<file path="src/rtl/gcd_pkg.sv">
// Shared types and default sizing for the gcd_feeder sequencer and its operand FIFO.
package gcd_pkg;

    typedef enum logic [1:0] {
        IDLE,
        LOAD,
        RUN,
        DONE
    } gcd_feed_state_t;

    localparam int GCD_WIDTH       = 4;
    localparam int GCD_DEPTH       = 4;
    localparam int GCD_CALC_CYCLES = 20;

endpackage

</file>
<file path="src/rtl/gcd_pair_fifo.sv">
// Synchronous FIFO of {x,y} operand pairs; extra pointer MSB distinguishes full from empty.
module gcd_pair_fifo
    import gcd_pkg::*;
#(
    parameter int WIDTH = GCD_WIDTH,
    parameter int DEPTH = GCD_DEPTH
) (
    input  logic               clk,
    input  logic               clr,
    input  logic               push,
    input  logic [2*WIDTH-1:0] wdata,
    input  logic               pop,
    output logic [2*WIDTH-1:0] rdata,
    output logic               full,
    output logic               empty
);

    localparam int AW = $clog2(DEPTH);

    logic [AW:0]          wptr;
    logic [AW:0]          rptr;
    logic [2*WIDTH-1:0]   mem [DEPTH];

    // NOTE: sequential state uses non-blocking assignments so every register samples pre-edge values.
    always_ff @(posedge clk or posedge clr) begin
        if (clr) begin
            wptr <= '0;
            rptr <= '0;
        end else begin
            if (push) wptr <= wptr + (AW+1)'(1);
            if (pop)  rptr <= rptr + (AW+1)'(1);
        end
    end

    // NOTE: storage is deliberately not reset; the pointers alone decide which entries are valid.
    always_ff @(posedge clk) begin
        if (push) mem[wptr[AW-1:0]] <= wdata;
    end

    assign rdata = mem[rptr[AW-1:0]];
    assign empty = (wptr == rptr);
    assign full  = (wptr[AW] != rptr[AW]) && (wptr[AW-1:0] == rptr[AW-1:0]);

endmodule

</file>
<file path="src/rtl/gcd_feeder.sv">
// Feeds buffered operand pairs to gcd_module with a fixed go window and
// returns each result (or a zero-operand error) over a valid/ready handshake.
module gcd_feeder
    import gcd_pkg::*;
#(
    parameter int WIDTH       = GCD_WIDTH,
    parameter int DEPTH       = GCD_DEPTH,
    parameter int CALC_CYCLES = GCD_CALC_CYCLES
) (
    input  logic             clk,
    input  logic             clr,
    input  logic             in_valid,
    output logic             in_ready,
    input  logic [WIDTH-1:0] in_x,
    input  logic [WIDTH-1:0] in_y,
    output logic             go,
    output logic [WIDTH-1:0] xin,
    output logic [WIDTH-1:0] yin,
    input  logic [WIDTH-1:0] gcd,
    output logic             res_valid,
    input  logic             res_ready,
    output logic [WIDTH-1:0] res_gcd,
    output logic             res_err,
    output logic             busy
);

    localparam int CW = (CALC_CYCLES > 1) ? $clog2(CALC_CYCLES) : 1;
    localparam logic [CW-1:0] CNT_LAST = CW'(CALC_CYCLES - 1);

    gcd_feed_state_t state, state_n;
    logic [CW-1:0]    cnt, cnt_n;
    logic [WIDTH-1:0] xin_n, yin_n, res_gcd_n;
    logic             res_err_n;
    logic             push, pop, full, empty;
    logic [2*WIDTH-1:0] head;
    logic [WIDTH-1:0] head_x, head_y;

    assign push   = in_valid && !full;
    assign head_x = head[2*WIDTH-1:WIDTH];
    assign head_y = head[WIDTH-1:0];

    gcd_pair_fifo #(.WIDTH(WIDTH), .DEPTH(DEPTH)) u_fifo (
        .clk   (clk),
        .clr   (clr),
        .push  (push),
        .wdata ({in_x, in_y}),
        .pop   (pop),
        .rdata (head),
        .full  (full),
        .empty (empty)
    );

    always_ff @(posedge clk or posedge clr) begin
        if (clr) begin
            state   <= IDLE;
            cnt     <= '0;
            xin     <= '0;
            yin     <= '0;
            res_gcd <= '0;
            res_err <= 1'b0;
        end else begin
            state   <= state_n;
            cnt     <= cnt_n;
            xin     <= xin_n;
            yin     <= yin_n;
            res_gcd <= res_gcd_n;
            res_err <= res_err_n;
        end
    end

    // NOTE: every output of this block gets a default first, so no path can infer a latch.
    always_comb begin
        state_n   = state;
        cnt_n     = cnt;
        xin_n     = xin;
        yin_n     = yin;
        res_gcd_n = res_gcd;
        res_err_n = res_err;
        pop       = 1'b0;
        go        = 1'b0;
        case (state)
            IDLE: begin
                if (!empty) begin
                    pop   = 1'b1;
                    xin_n = head_x;
                    yin_n = head_y;
                    // A zero operand would never converge in gcd_module, so skip the computation.
                    if (head_x == '0 || head_y == '0) begin
                        res_gcd_n = '0;
                        res_err_n = 1'b1;
                        state_n   = DONE;
                    end else begin
                        state_n = LOAD;
                    end
                end
            end
            LOAD: begin
                cnt_n   = '0;
                state_n = RUN;
            end
            RUN: begin
                go = 1'b1;
                if (cnt == CNT_LAST) begin
                    res_gcd_n = gcd;
                    res_err_n = 1'b0;
                    cnt_n     = '0;
                    state_n   = DONE;
                end else begin
                    cnt_n = cnt + CW'(1);
                end
            end
            DONE: begin
                if (res_ready) state_n = IDLE;
            end
            default: state_n = IDLE;
        endcase
    end

    assign in_ready  = !full;
    assign res_valid = (state == DONE);
    assign busy      = (state != IDLE) || !empty;

endmodule

</file>
<file path="config.mk">
export PLATFORM = sky130hd
export DESIGN_NAME = gcd_feeder
export DESIGN_NICKNAME = d
export VERILOG_FILES = /design/src/rtl/gcd_pkg.sv /design/src/rtl/gcd_pair_fifo.sv /design/src/rtl/gcd_feeder.sv
export SDC_FILE = /design/constraint.sdc
export NUM_CORES = 1
export LEC_CHECK = 0
export BUFFER_PORTS_ARGS = -buffer_cell sky130_fd_sc_hd__clkbuf_2
export CAP_MARGIN = 30
export CORE_MARGIN = 4
export CORE_UTILIZATION = 51
export CTS_CLUSTER_SIZE = 8
export DETAILED_ROUTE_END_ITERATION = 10
export PLACE_DENSITY = 0.82
export SLEW_MARGIN = 10
export SYNTH_ARGS = -nofsm -noshare
export SYNTH_HDL_FRONTEND = slang
export SYNTH_HIERARCHICAL = 1
export SYNTH_SLANG_ARGS = --single-unit
</file>
<file path="constraint.sdc">
create_clock -name clk -period 2.3 [get_ports clk]
set_clock_uncertainty 0.1 [all_clocks]
set_input_delay 0.345 -clock clk [delete_from_list [all_inputs] [get_ports clk]]
set_output_delay 0.345 -clock clk [all_outputs]
set_load 0.03 [all_outputs]
</file>
==> results of run 1 <==
## logic make-up after synthesis
family                   count (synthesis)  synth area share, %
adder cells (fa/ha/maj)                 10                 4.95
flip-flops                              58                 63.8
multiplexers                            23                 13.8
buffers and inverters                   24                 4.26
XOR/XNOR                                 7                 2.43
AO/OA/AOI/OAI                           17                 4.80
AND/OR/NAND/NOR                         27                 6.04
## registers in the layout, summed over array words and instances, names as in the netlist
signal / flops
u_fifo/mem: 32
cnt: 5
res_gcd: 4
xin: 4
yin: 4
u_fifo/rptr: 3
u_fifo/wptr: 3
state: 2
res_err: 1
## cell usage in the layout (no fill, tap or decap), types with 2 or more instances in the layout
master | Yosys | layout
sky130_fd_sc_hd__edfxtp_1 | 32 | 32
sky130_fd_sc_hd__clkbuf_8 | 0 | 9
sky130_fd_sc_hd__nand3_1 | 4 | 4
sky130_fd_sc_hd__buf_12 | 0 | 2
sky130_fd_sc_hd__mux2i_1 | 4 | 4
sky130_fd_sc_hd__nor2_1 | 4 | 4
sky130_fd_sc_hd__mux2_1 | 2 | 2
sky130_fd_sc_hd__clkinv_2 | 0 | 2
sky130_fd_sc_hd__buf_4 | 0 | 5
sky130_fd_sc_hd__bufinv_16 | 0 | 2
sky130_fd_sc_hd__ha_1 | 10 | 10
sky130_fd_sc_hd__xor2_1 | 5 | 5
sky130_fd_sc_hd__mux2_2 | 8 | 8
sky130_fd_sc_hd__dfrtp_1 | 26 | 25
sky130_fd_sc_hd__clkbuf_2 | 0 | 32
sky130_fd_sc_hd__mux4_2 | 8 | 8
sky130_fd_sc_hd__o21ai_1 | 3 | 3
sky130_fd_sc_hd__o21ai_0 | 6 | 6
sky130_fd_sc_hd__inv_1 | 18 | 18
sky130_fd_sc_hd__xnor2_1 | 2 | 2
sky130_fd_sc_hd__and2_1 | 4 | 4
sky130_fd_sc_hd__nand2_1 | 7 | 7
## per-layer routing
metal | vias to the layer above | GRT usage, %
li1 | 689 | -
met1 | 694 | 20.6
met2 | 35 | 27.2
met3 | 7 | 6.19
met4 | 0 | 7.34
met5 | - | 0
## through the flow
step / util (%) / TNS (ps) / power [mW] / setup WS [ps] / hold slack, ps
finish: 64.1 / -7.65 / 4.58 / -7.65 / 130
global route: 64.1 / -95.5 / 4.89 / -46.8 / 114
CTS: 63.9 / -7.73 / 4.61 / -7.73 / 113
detailed placement: 59.2 / 0 / 3.61 / 12.9 / 178
global placement: 59.2 / 0 / 3.54 / 81.8 / 161
floorplan: - / 0 / 3.09 / 30.2 / 36.0
## layout make-up
class | instances | area (um2) | area share, %
inverter | 18 | 67.6 | 2.22
multi-input combinational | 84 | 813 | 26.7
timing repair buffer | 41 | 259 | 8.50
clock buffer | 10 | 128 | 4.19
clock inverter | 6 | 81.3 | 2.67
sequential | 58 | 1610 | 53.0
tap | 67 | 83.8 | 2.75
## what timing repair did
action	in CTS	in global routing
pin swaps	1	0
hold buffers	1	0
hold endpoints to repair	6	0
setup endpoints to repair	1	6
resized for setup	1	2
## worst paths after layout
path | cells after the start | from | end | slack, ps
max | 6 | u_fifo/rptr[0] | res_err | -8
min reg2reg | 1 | u_fifo/wptr[2] | u_fifo/wptr[2] | 390
min in group asynchronous | 3 | clr | u_fifo/rptr[0] | 370
max reg2reg | 6 | u_fifo/rptr[0] | res_err | -8
min | 1 | in_x[1] | u_fifo/mem[2][5] | 130
max in group asynchronous | 3 | clr | xin[1] | 1050
## critical path: stages (launching register included)
cell	delay [ps]
sky130_fd_sc_hd__dfrtp_1	420
sky130_fd_sc_hd__buf_12	150
sky130_fd_sc_hd__mux4_2	520
sky130_fd_sc_hd__nor4_2	300
sky130_fd_sc_hd__nor2_1	90
sky130_fd_sc_hd__a211o_1	310
sky130_fd_sc_hd__mux2_4	300
## power groups by stage
stage	Sequential [mW]	Combinational [mW]	Clock [mW]
after floorplan	1.82	1.26	0
after global placement	1.67	1.87	0
after detailed placement	1.69	1.92	0
after CTS	1.67	1.95	1.00
after global routing	1.70	2.13	1.06
final	1.66	1.93	0.982
==> tab_implementation.tex, run 1 <==
\begin{tabular}{lr}
\hline
Metric & Value \\
\hline
\multicolumn{2}{l}{\textbf{Run status}} \\
\quad Result of the run & complete, but fails checks \\
\quad Failing checks & setup timing \\
\multicolumn{2}{l}{\textbf{Place}} \\
\quad Hpwl dp & 3.48 mm \\
\quad DP Area & 0.00282 mm2 \\
\quad I/O Buffers & 32 \\
\quad Number of cells after detailed placement & 267 \\
\quad RD Place Congestion & 0.734 \\
\multicolumn{2}{l}{\textbf{Routing}} \\
\quad Total Routed Length & 4.54 mm \\
\quad 1st-pass router iterations & 8 \\
\quad Vias per cell & 5.02 \\
\quad Sum of met3 wire segment lengths after detailed routing & 248 um \\
\quad Wire length on met1 & 1.97 mm \\
\quad DRC violations left & 0 \\
\quad Routed met2 length & 2.25 mm \\
\quad Initial DRC Count & 55 \\
\quad Top Layer Used & met4 \\
\quad Antenna Nets Post-Route & 0 \\
\quad Via count & 1425 \\
\quad Routed wire per std cell & 16.0 um \\
\multicolumn{2}{l}{\textbf{STA}} \\
\quad Worst Tran Pin Value & 745 ps \\
\quad Count of final setup violators & 1 \\
\quad Fin crit share & 100\% \\
\quad Endpoints failing hold & 0 \\
\quad Min cycle time layout & 2310 ps \\
\quad Fin. max-slew vios & 0 \\
\quad Maximum clock frequency & 0.433 GHz \\
\quad Final worst slack & -7.65 ps \\
\quad Unrepaired setup endpoints after global routing & yes \\
\quad Max-slew headroom & 50.3\% \\
\multicolumn{2}{l}{\textbf{Clocking}} \\
\quad Reg clk slew, reported paths & 60 ps \\
\quad CTS max path bufs & 2 \\
\quad Clock tree root buffer cell & sky130\_fd\_sc\_hd\_\_clkbuf\_8 \\
\quad H-tree Lvls & 3 \\
\quad Count of clock tree sinks & 58 \\
\quad CTS buffer count & 9 \\
\quad Clk\_lat worst skew & 330 ps \\
\quad Setup bufs post-CTS & 0 \\
\quad CTS tree & done \\
\multicolumn{2}{l}{\textbf{Setup path}} \\
\quad Path type of the worst setup path & register to register \\
\quad Critical path required time & 2410 ps \\
\quad Setup crit end kind & register \\
\quad Startpoint class of the critical path & register \\
\quad Largest fanout of any net on the critical path & 6 \\
\quad Critical Path AT & 2420 ps \\
\multicolumn{2}{l}{\textbf{Global route}} \\
\quad Vias in the first global route & 1497 \\
\quad First-pass GRT wire length & 7.58 mm \\
\quad Pin count of the biggest net entering global routing & 21 \\
\quad Initial antenna violation count & 0 \\
\quad GR Util All Layers & 16.9\% \\
\quad Remaining global-route overflow & 0 \\
\multicolumn{2}{l}{\textbf{Pwr}} \\
\quad Peak supply drop & 631 uV \\
\quad Switching power & 1.67 mW \\
\quad Gate power share & 42.2\% \\
\quad P\_int & 2.91 mW \\
\quad Flop pwr share & 36.4\% \\
\quad Cell leakage power & 1.28 nW \\
\quad Total power per unit cell area & 1500 mW/mm2 \\
\quad Fraction of power spent switching nets & 36.5\% \\
\quad Clk pwr share & 21.5\% \\
\multicolumn{2}{l}{\textbf{Yosys}} \\
\quad Mean cell area of the mapped netlist & 15.2 um2 \\
\quad Net count after synthesis & 192 \\
\quad Primary FF master, synth & sky130\_fd\_sc\_hd\_\_edfxtp\_1 \\
\quad Dominant cell type by area after synthesis & sky130\_fd\_sc\_hd\_\_edfxtp\_1 \\
\quad Number of warning messages in the yosys log & 6 \\
\quad Register area share after synthesis & 63.8\% \\
\quad Async set or reset register ratio after synthesis & 44.8\% \\
\quad Top-count cell post-synth & sky130\_fd\_sc\_hd\_\_edfxtp\_1 \\
\quad Synth cell types & 36 \\
\quad Number of flops mapped to enable cells by yosys & 32 \\
\quad Share of Yosys cell area claimed by the top area cell type & 38.0\% \\
\quad Synthesized netlist cell count & 166 \\
\quad Count of state elements after synthesis & 58 \\
\quad Main area contributors after synthesis & sky130\_fd\_sc\_hd\_\_edfxtp\_1 (38\%), sky130\_fd\_sc\_hd\_\_dfrtp\_1 (26\%), sky130\_fd\_sc\_hd\_\_mux4\_2 (7.1\%) \\
\quad Syn Std Cell Area & 0.00253 mm2 \\
\quad Most instantiated cells after synthesis & sky130\_fd\_sc\_hd\_\_edfxtp\_1 (32), sky130\_fd\_sc\_hd\_\_dfrtp\_1 (26), sky130\_fd\_sc\_hd\_\_inv\_1 (18), sky130\_fd\_sc\_hd\_\_ha\_1 (10) \\
\multicolumn{2}{l}{\textbf{Final layout}} \\
\quad Non-filler instance count after layout & 284 \\
\quad P\&R area growth vs syn & 20.5\% \\
\quad Share of layout cells above drive strength 1 & 35.0\% \\
\quad Filler cells & 358 \\
\quad ANT cells & 0 \\
\quad Post-layout nets & 238 \\
\quad Final std cell area, no fill & 0.00305 mm2 \\
\multicolumn{2}{l}{\textbf{Floorplanning}} \\
\quad Ports placed on the boundary & 33 \\
\quad Die Span Y & 78.4 um \\
\quad Cell Rows & 25 \\
\quad Core Footprint & 0.00475 mm2 \\
\quad Starting density of the core & 53.2\% \\
\quad Total Die Area & 0.00615 mm2 \\
\quad Die W & 78.4 um \\
\multicolumn{2}{l}{\textbf{Flow run}} \\
\quad Max Cap Viol & 0 \\
\multicolumn{2}{l}{\textbf{Hold path}} \\
\quad Class of the most critical hold timing path & input port to register \\
\hline
\end{tabular}
Power figures use the tool's default switching activity.
==> inputs of run 2 (changes only) <==
- MAX_ROUTING_LAYER: not set -> met4
- RECOVER_POWER: not set -> 100
- SETUP_SLACK_MARGIN: not set -> 0.3
==> tab_implementation.tex, run 2 (same netlist as run 1, synthesis figures left out) <==
\begin{tabular}{lr}
\hline
Metric & Value \\
\hline
\multicolumn{2}{l}{\textbf{Final layout}} \\
\quad Commonest non-fill, non-tap cells in the layout & sky130\_fd\_sc\_hd\_\_edfxtp\_1 (32), sky130\_fd\_sc\_hd\_\_dfrtp\_1 (25), sky130\_fd\_sc\_hd\_\_clkbuf\_1 (24) \\
\quad Final std cell area, no fill & 0.00300 mm2 \\
\quad ANT cells & 0 \\
\quad Post-layout nets & 240 \\
\quad Number of flip-flops under the largest register name & 32 \\
\quad Seq. cell area & 0.00161 mm2 \\
\quad Share of layout cells above drive strength 1 & 24.2\% \\
\quad P\&R area growth vs syn & 18.5\% \\
\quad Filler cells & 378 \\
\quad Multi-input gate area & 788 um2 \\
\quad Most common cell after layout, fill and taps aside & sky130\_fd\_sc\_hd\_\_edfxtp\_1 \\
\multicolumn{2}{l}{\textbf{STA}} \\
\quad Unrepaired setup endpoints after global routing & yes \\
\quad Final worst slack & -1.12 ps \\
\quad Fin crit share & 100\% \\
\quad Worst Tran Pin Value & 749 ps \\
\quad Fin. max-slew vios & 0 \\
\quad Max-slew headroom & 50.0\% \\
\quad Maximum clock frequency & 0.435 GHz \\
\quad Count of final setup violators & 1 \\
\quad Min cycle time layout & 2300 ps \\
\quad Endpoints failing hold & 0 \\
\quad Post-Route Hold Slack & 146 ps \\
\multicolumn{2}{l}{\textbf{Setup path}} \\
\quad Path type of the worst setup path & register to register \\
\quad Largest stage delay on the critical path & 520 ps \\
\quad Critical Path AT & 2420 ps \\
\quad Cell family contributing the most delay on the critical path & multiplexers \\
\quad Largest fanout of any net on the critical path & 6 \\
\quad Crit-path slowest cell & sky130\_fd\_sc\_hd\_\_mux4\_2 \\
\quad Worst R2R Path Depth & 6 \\
\quad Buf/Inv on CP & 1 \\
\quad Reg-to-reg startpoint & u\_fifo/rptr[0] \\
\quad List of cells traversed by the critical path & buf\_12 -> mux4\_2 -> nor4\_2 -> nor2\_1 -> a211o\_1 -> mux2\_4 \\
\quad Setup crit end kind & register \\
\quad Reg2reg end & res\_err \\
\quad Critical path required time & 2410 ps \\
\quad Setup slack of the worst register-to-register path & -1 ps \\
\quad Startpoint class of the critical path & register \\
\multicolumn{2}{l}{\textbf{Place}} \\
\quad Hpwl dp & 3.48 mm \\
\quad Worst slack, placed & 12.9 ps \\
\quad DP Area & 0.00282 mm2 \\
\quad RD Place Congestion & 0.743 \\
\quad I/O Buffers & 32 \\
\multicolumn{2}{l}{\textbf{Routing}} \\
\quad Total Routed Length & 4.60 mm \\
\quad 1st-pass router iterations & 4 \\
\quad DRC violations left & 0 \\
\quad Initial DRC Count & 61 \\
\quad Via count & 1457 \\
\quad Antenna Nets Post-Route & 0 \\
\quad Vias per cell & 5.09 \\
\quad Routed wire per std cell & 16.1 um \\
\multicolumn{2}{l}{\textbf{Global route}} \\
\quad First-pass GRT wire length & 7.67 mm \\
\quad GR Util All Layers & 17.6\% \\
\quad Pin count of the biggest net entering global routing & 21 \\
\quad Remaining global-route overflow & 0 \\
\quad Initial antenna violation count & 0 \\
\quad Vias in the first global route & 1524 \\
\multicolumn{2}{l}{\textbf{Hold path}} \\
\quad Class of the most critical hold timing path & input port to register \\
\quad Worst Hold Launch & gcd[1] \\
\quad Number of cells traversed by the worst hold path & 3 \\
\quad Hold-critical path endpoint & res\_gcd[1] \\
\multicolumn{2}{l}{\textbf{Floorplanning}} \\
\quad Starting density of the core & 53.2\% \\
\quad Cell Rows & 25 \\
\quad Die W & 78.4 um \\
\quad Die Span Y & 78.4 um \\
\quad Ports placed on the boundary & 33 \\
\quad Total Die Area & 0.00615 mm2 \\
\quad Core Footprint & 0.00475 mm2 \\
\multicolumn{2}{l}{\textbf{Flow run}} \\
\quad Max Cap Viol & 0 \\
\multicolumn{2}{l}{\textbf{Clocking}} \\
\quad Count of clock tree sinks & 58 \\
\quad Reg clk slew, reported paths & 60 ps \\
\quad H-tree Lvls & 3 \\
\quad CTS max path bufs & 2 \\
\quad Clk\_lat worst skew & 330 ps \\
\quad CTS buffer count & 9 \\
\quad CTS tree & done \\
\quad Clock tree root buffer cell & sky130\_fd\_sc\_hd\_\_clkbuf\_8 \\
\multicolumn{2}{l}{\textbf{Pwr}} \\
\quad Cell leakage power & 1.21 nW \\
\quad Total power per unit cell area & 1510 mW/mm2 \\
\quad Peak supply drop & 640 uV \\
\multicolumn{2}{l}{\textbf{Run status}} \\
\quad Result of the run & complete, but fails checks \\
\quad Failing checks & setup timing \\
\hline
\end{tabular}
[run 2: layout make-up]
class                   count  area share, %
multi-input cells          84           26.3
inverters                  18           2.26
clock inverters             6           2.72
well taps                  67           2.80
flip-flops and latches     58           53.8
repair buffers             43           7.81
clock buffers              10           4.26
[run 2: stage by stage]
stage                     utilization [%]  total power [mW]  instances  TNS [ps]
after floorplan                         -              3.09        166         0
after global placement               59.2              3.54        267         0
after detailed placement             59.2              3.61        267         0
after CTS                            64.8              4.69        285     -7.69
after global routing                 63.0              4.85        286     -96.1
final                                63.0              4.54        286     -1.12
[run 2: what timing repair did]
action,CTS,global route
setup buffers,1,1
hold buffers,1,0
hold endpoints to repair,6,0
gates resized for setup,11,0
setup endpoints to repair,51,42
pin swaps,4,2
[run 2: power by group]
part	total, mW	leakage [nW]	internal (mW)	switching [mW]
clock	0.980	0.104	0.602	0.378
sequential	1.67	0.613	1.45	0.211
combinational	1.89	0.491	0.815	1.08
total	4.54	1.21	2.87	1.67
[run 2: worst register-to-register path: stages (launching register included)]
cell,delay (ps)
sky130_fd_sc_hd__dfrtp_1,420
sky130_fd_sc_hd__buf_12,150
sky130_fd_sc_hd__mux4_2,520
sky130_fd_sc_hd__nor4_2,300
sky130_fd_sc_hd__nor2_1,90
sky130_fd_sc_hd__a211o_1,310
sky130_fd_sc_hd__mux2_4,300
[run 2: layer usage]
| layer | track usage [%] | vias up | part of all wire [%] |
|---|---|---|---|
| met5 | - | - | 0 |
| met4 | 7.34 | 0 | 1.1 |
| met3 | 6.08 | 6 | 6.5 |
| met2 | 27.7 | 42 | 49 |
| met1 | 20.9 | 715 | 43 |
| li1 | - | 694 | - |
[run 2: worst max-delay path by stage]
stage / from / endpoint / depth (start not counted)
3_5_place_dp: u_fifo/rptr[0] / res_err / 6
2_1_floorplan: u_fifo/rptr[0] / res_err / 7
5_1_grt: u_fifo/rptr[0] / res_err / 6
4_1_cts: u_fifo/rptr[0] / res_err / 6
6_report: u_fifo/rptr[0] / res_err / 6
3_3_place_gp: u_fifo/rptr[0] / res_err / 6
==> inputs of run 3 (changes only) <==
- CORE_UTILIZATION: 51 -> 53
- CTS_BUF_LIST: not set -> sky130_fd_sc_hd__clkbuf_4
- PLACE_DENSITY: 0.82 -> 0.84
==> tab_implementation.tex, run 3 (same netlist as run 1, synthesis figures left out) <==
\begin{tabular}{lr}
\hline
Metric & Value \\
\hline
\multicolumn{2}{l}{\textbf{STA}} \\
\quad Post-Route Hold Slack & 77.8 ps \\
\quad Maximum clock frequency & 0.437 GHz \\
\quad Max-slew headroom & 50.1\% \\
\quad Count of final setup violators & 0 \\
\quad Unrepaired setup endpoints after global routing & yes \\
\quad Setup\_tns & 0 ps \\
\quad Worst Tran Pin Value & 748 ps \\
\quad Fin. max-slew vios & 0 \\
\quad Min cycle time layout & 2290 ps \\
\quad Final worst slack & 9.46 ps \\
\quad Endpoints failing hold & 0 \\
\quad Fin crit share & 99.6\% \\
\multicolumn{2}{l}{\textbf{Clocking}} \\
\quad CTS max path bufs & 2 \\
\quad CTS tree & done \\
\quad CTS buffer count & 9 \\
\quad Clk\_lat worst skew & 390 ps \\
\quad Reg clk slew, reported paths & 90 ps \\
\quad Clock tree root buffer cell & sky130\_fd\_sc\_hd\_\_clkbuf\_4 \\
\quad H-tree Lvls & 3 \\
\quad Count of clock tree sinks & 58 \\
\multicolumn{2}{l}{\textbf{Flow run}} \\
\quad Max Cap Viol & 0 \\
\multicolumn{2}{l}{\textbf{Setup path}} \\
\quad Critical Path AT & 2470 ps \\
\quad Worst R2R Path Depth & 6 \\
\quad Setup crit end kind & register \\
\quad Startpoint class of the critical path & register \\
\quad Critical path required time & 2480 ps \\
\quad Crit-path slowest cell & sky130\_fd\_sc\_hd\_\_mux4\_2 \\
\quad Setup slack of the worst register-to-register path & 9 ps \\
\quad Cell family contributing the most delay on the critical path & multiplexers \\
\quad Reg2reg end & res\_err \\
\quad List of cells traversed by the critical path & buf\_12 -> mux4\_2 -> nor4\_4 -> nor2\_2 -> a211o\_1 -> mux2\_4 \\
\quad Reg-to-reg startpoint & u\_fifo/rptr[0] \\
\quad Buf/Inv on CP & 1 \\
\quad Largest fanout of any net on the critical path & 8 \\
\quad Largest stage delay on the critical path & 540 ps \\
\quad Path type of the worst setup path & register to register \\
\multicolumn{2}{l}{\textbf{Floorplanning}} \\
\quad Starting density of the core & 56.5\% \\
\quad Total Die Area & 0.00594 mm2 \\
\quad Ports placed on the boundary & 33 \\
\quad Die W & 77.1 um \\
\quad Core Footprint & 0.00447 mm2 \\
\quad Cell Rows & 24 \\
\quad Die Span Y & 77.1 um \\
\multicolumn{2}{l}{\textbf{Final layout}} \\
\quad Final std cell area, no fill & 0.00303 mm2 \\
\quad Number of flip-flops under the largest register name & 32 \\
\quad Non-filler instance count after layout & 272 \\
\quad Most common cell after layout, fill and taps aside & sky130\_fd\_sc\_hd\_\_edfxtp\_1 \\
\quad Post-layout nets & 241 \\
\quad ANT cells & 0 \\
\quad Final core occ & 67.7\% \\
\quad Share of layout cells above drive strength 1 & 30.0\% \\
\quad P\&R area growth vs syn & 19.9\% \\
\quad Commonest non-fill, non-tap cells in the layout & sky130\_fd\_sc\_hd\_\_edfxtp\_1 (32), sky130\_fd\_sc\_hd\_\_dfrtp\_1 (25), sky130\_fd\_sc\_hd\_\_clkbuf\_1 (22) \\
\multicolumn{2}{l}{\textbf{Pwr}} \\
\quad Peak supply drop & 593 uV \\
\quad Total power per unit cell area & 1500 mW/mm2 \\
\quad Total design power & 4.53 mW \\
\quad Cell leakage power & 1.22 nW \\
\multicolumn{2}{l}{\textbf{Hold path}} \\
\quad Worst Hold Launch & gcd[0] \\
\quad Hold-critical path endpoint & res\_gcd[0] \\
\quad Number of cells traversed by the worst hold path & 3 \\
\quad Class of the most critical hold timing path & input port to register \\
\multicolumn{2}{l}{\textbf{Global route}} \\
\quad Met1 routing resource usage after global routing & 21.1\% \\
\quad First-pass GRT wire length & 7.11 mm \\
\quad Busiest grt layer & met2 \\
\quad Grt met2 use & 23.8\% \\
\quad Remaining global-route overflow & 0 \\
\quad Met3 Usage GRT & 4.10\% \\
\quad Pin count of the biggest net entering global routing & 21 \\
\quad GR Util All Layers & 16.3\% \\
\quad Initial antenna violation count & 0 \\
\quad Vias in the first global route & 1473 \\
\multicolumn{2}{l}{\textbf{Routing}} \\
\quad Antenna Nets Post-Route & 0 \\
\quad Initial DRC Count & 62 \\
\quad Vias per cell & 5.31 \\
\quad Routed wire per std cell & 15.6 um \\
\quad DRC violations left & 0 \\
\quad 1st-pass router iterations & 4 \\
\quad Via count & 1443 \\
\quad Total Routed Length & 4.25 mm \\
\multicolumn{2}{l}{\textbf{Place}} \\
\quad Number of cells after detailed placement & 251 \\
\quad DP Area & 0.00280 mm2 \\
\quad RD Place Congestion & 0.712 \\
\quad I/O Buffers & 32 \\
\quad Hpwl dp & 2.98 mm \\
\quad Worst slack, placed & 22.5 ps \\
\multicolumn{2}{l}{\textbf{Run status}} \\
\quad Result of the run & finished clean \\
\hline
\end{tabular}
run 3: cell types whose count changed in the layout (fill, tap and decap cells not counted), moves of 2 or more:
cell,before,now
sky130_fd_sc_hd__buf_4,2,7
sky130_fd_sc_hd__clkbuf_8,10,0
sky130_fd_sc_hd__clkbuf_1,24,22
sky130_fd_sc_hd__nor2b_1,2,0
sky130_fd_sc_hd__nor2b_4,0,2
sky130_fd_sc_hd__o21ai_1,1,4
sky130_fd_sc_hd__buf_12,1,3
sky130_fd_sc_hd__and2_0,3,0
sky130_fd_sc_hd__clkbuf_4,3,10
sky130_fd_sc_hd__o21ai_0,8,5
run 3: repair_timing:
action | 4_1_cts | 5_1_grt
setup endpoints to repair | 52 | 53
pin swaps | 0 | 4
hold endpoints to repair | 26 | 0
hold buffers | 1 | 0
buffers inserted | 3 | 1
resized for setup | 5 | 14
run 3: final cells by class:
cell class | instances | area [um2]
tap | 52 | 65.1
fill | 328 | 1450
timing repair buffer | 44 | 267
multi-input combinational | 84 | 861
inverter | 18 | 67.6
clock buffer | 10 | 75.1
sequential | 58 | 1610
clock inverter | 6 | 81.3
run 3: routing by layer:
layer | part of all wire, % | vias to the layer above | wire (um)
li1 | - | 696 | -
met1 | 46 | 700 | 1960
met2 | 47 | 41 | 2010
met3 | 5.3 | 6 | 224
met4 | 1.3 | 0 | 56
met5 | 0 | - | 0
run 3: worst register-to-register path, stage by stage, from the launching register on:
cell and delay [ps]:
sky130_fd_sc_hd__dfrtp_1 400, sky130_fd_sc_hd__buf_12 150, sky130_fd_sc_hd__mux4_2 540, sky130_fd_sc_hd__nor4_4 320, sky130_fd_sc_hd__nor2_2 70, sky130_fd_sc_hd__a211o_1 300
sky130_fd_sc_hd__mux2_4 300
run 3: worst max path at each step:
stage                        start       to  slack, ps  cells after the start
floorplan           u_fifo/rptr[0]  res_err         30                      7
global placement    u_fifo/rptr[0]  res_err         60                      6
finish              u_fifo/rptr[0]  res_err          9                      6
detailed placement  u_fifo/rptr[0]  res_err         20                      6
global route        u_fifo/rptr[0]  res_err       -100                      6
CTS                 u_fifo/rptr[0]  res_err          5                      6
run 3: power breakdown:
part | leakage (nW) | switching [mW] | total, mW | internal, mW
Sequential | 0.613 | 0.176 | 1.62 | 1.45
Clock | 0.0838 | 0.358 | 0.804 | 0.446
Combinational | 0.525 | 1.18 | 2.10 | 0.929
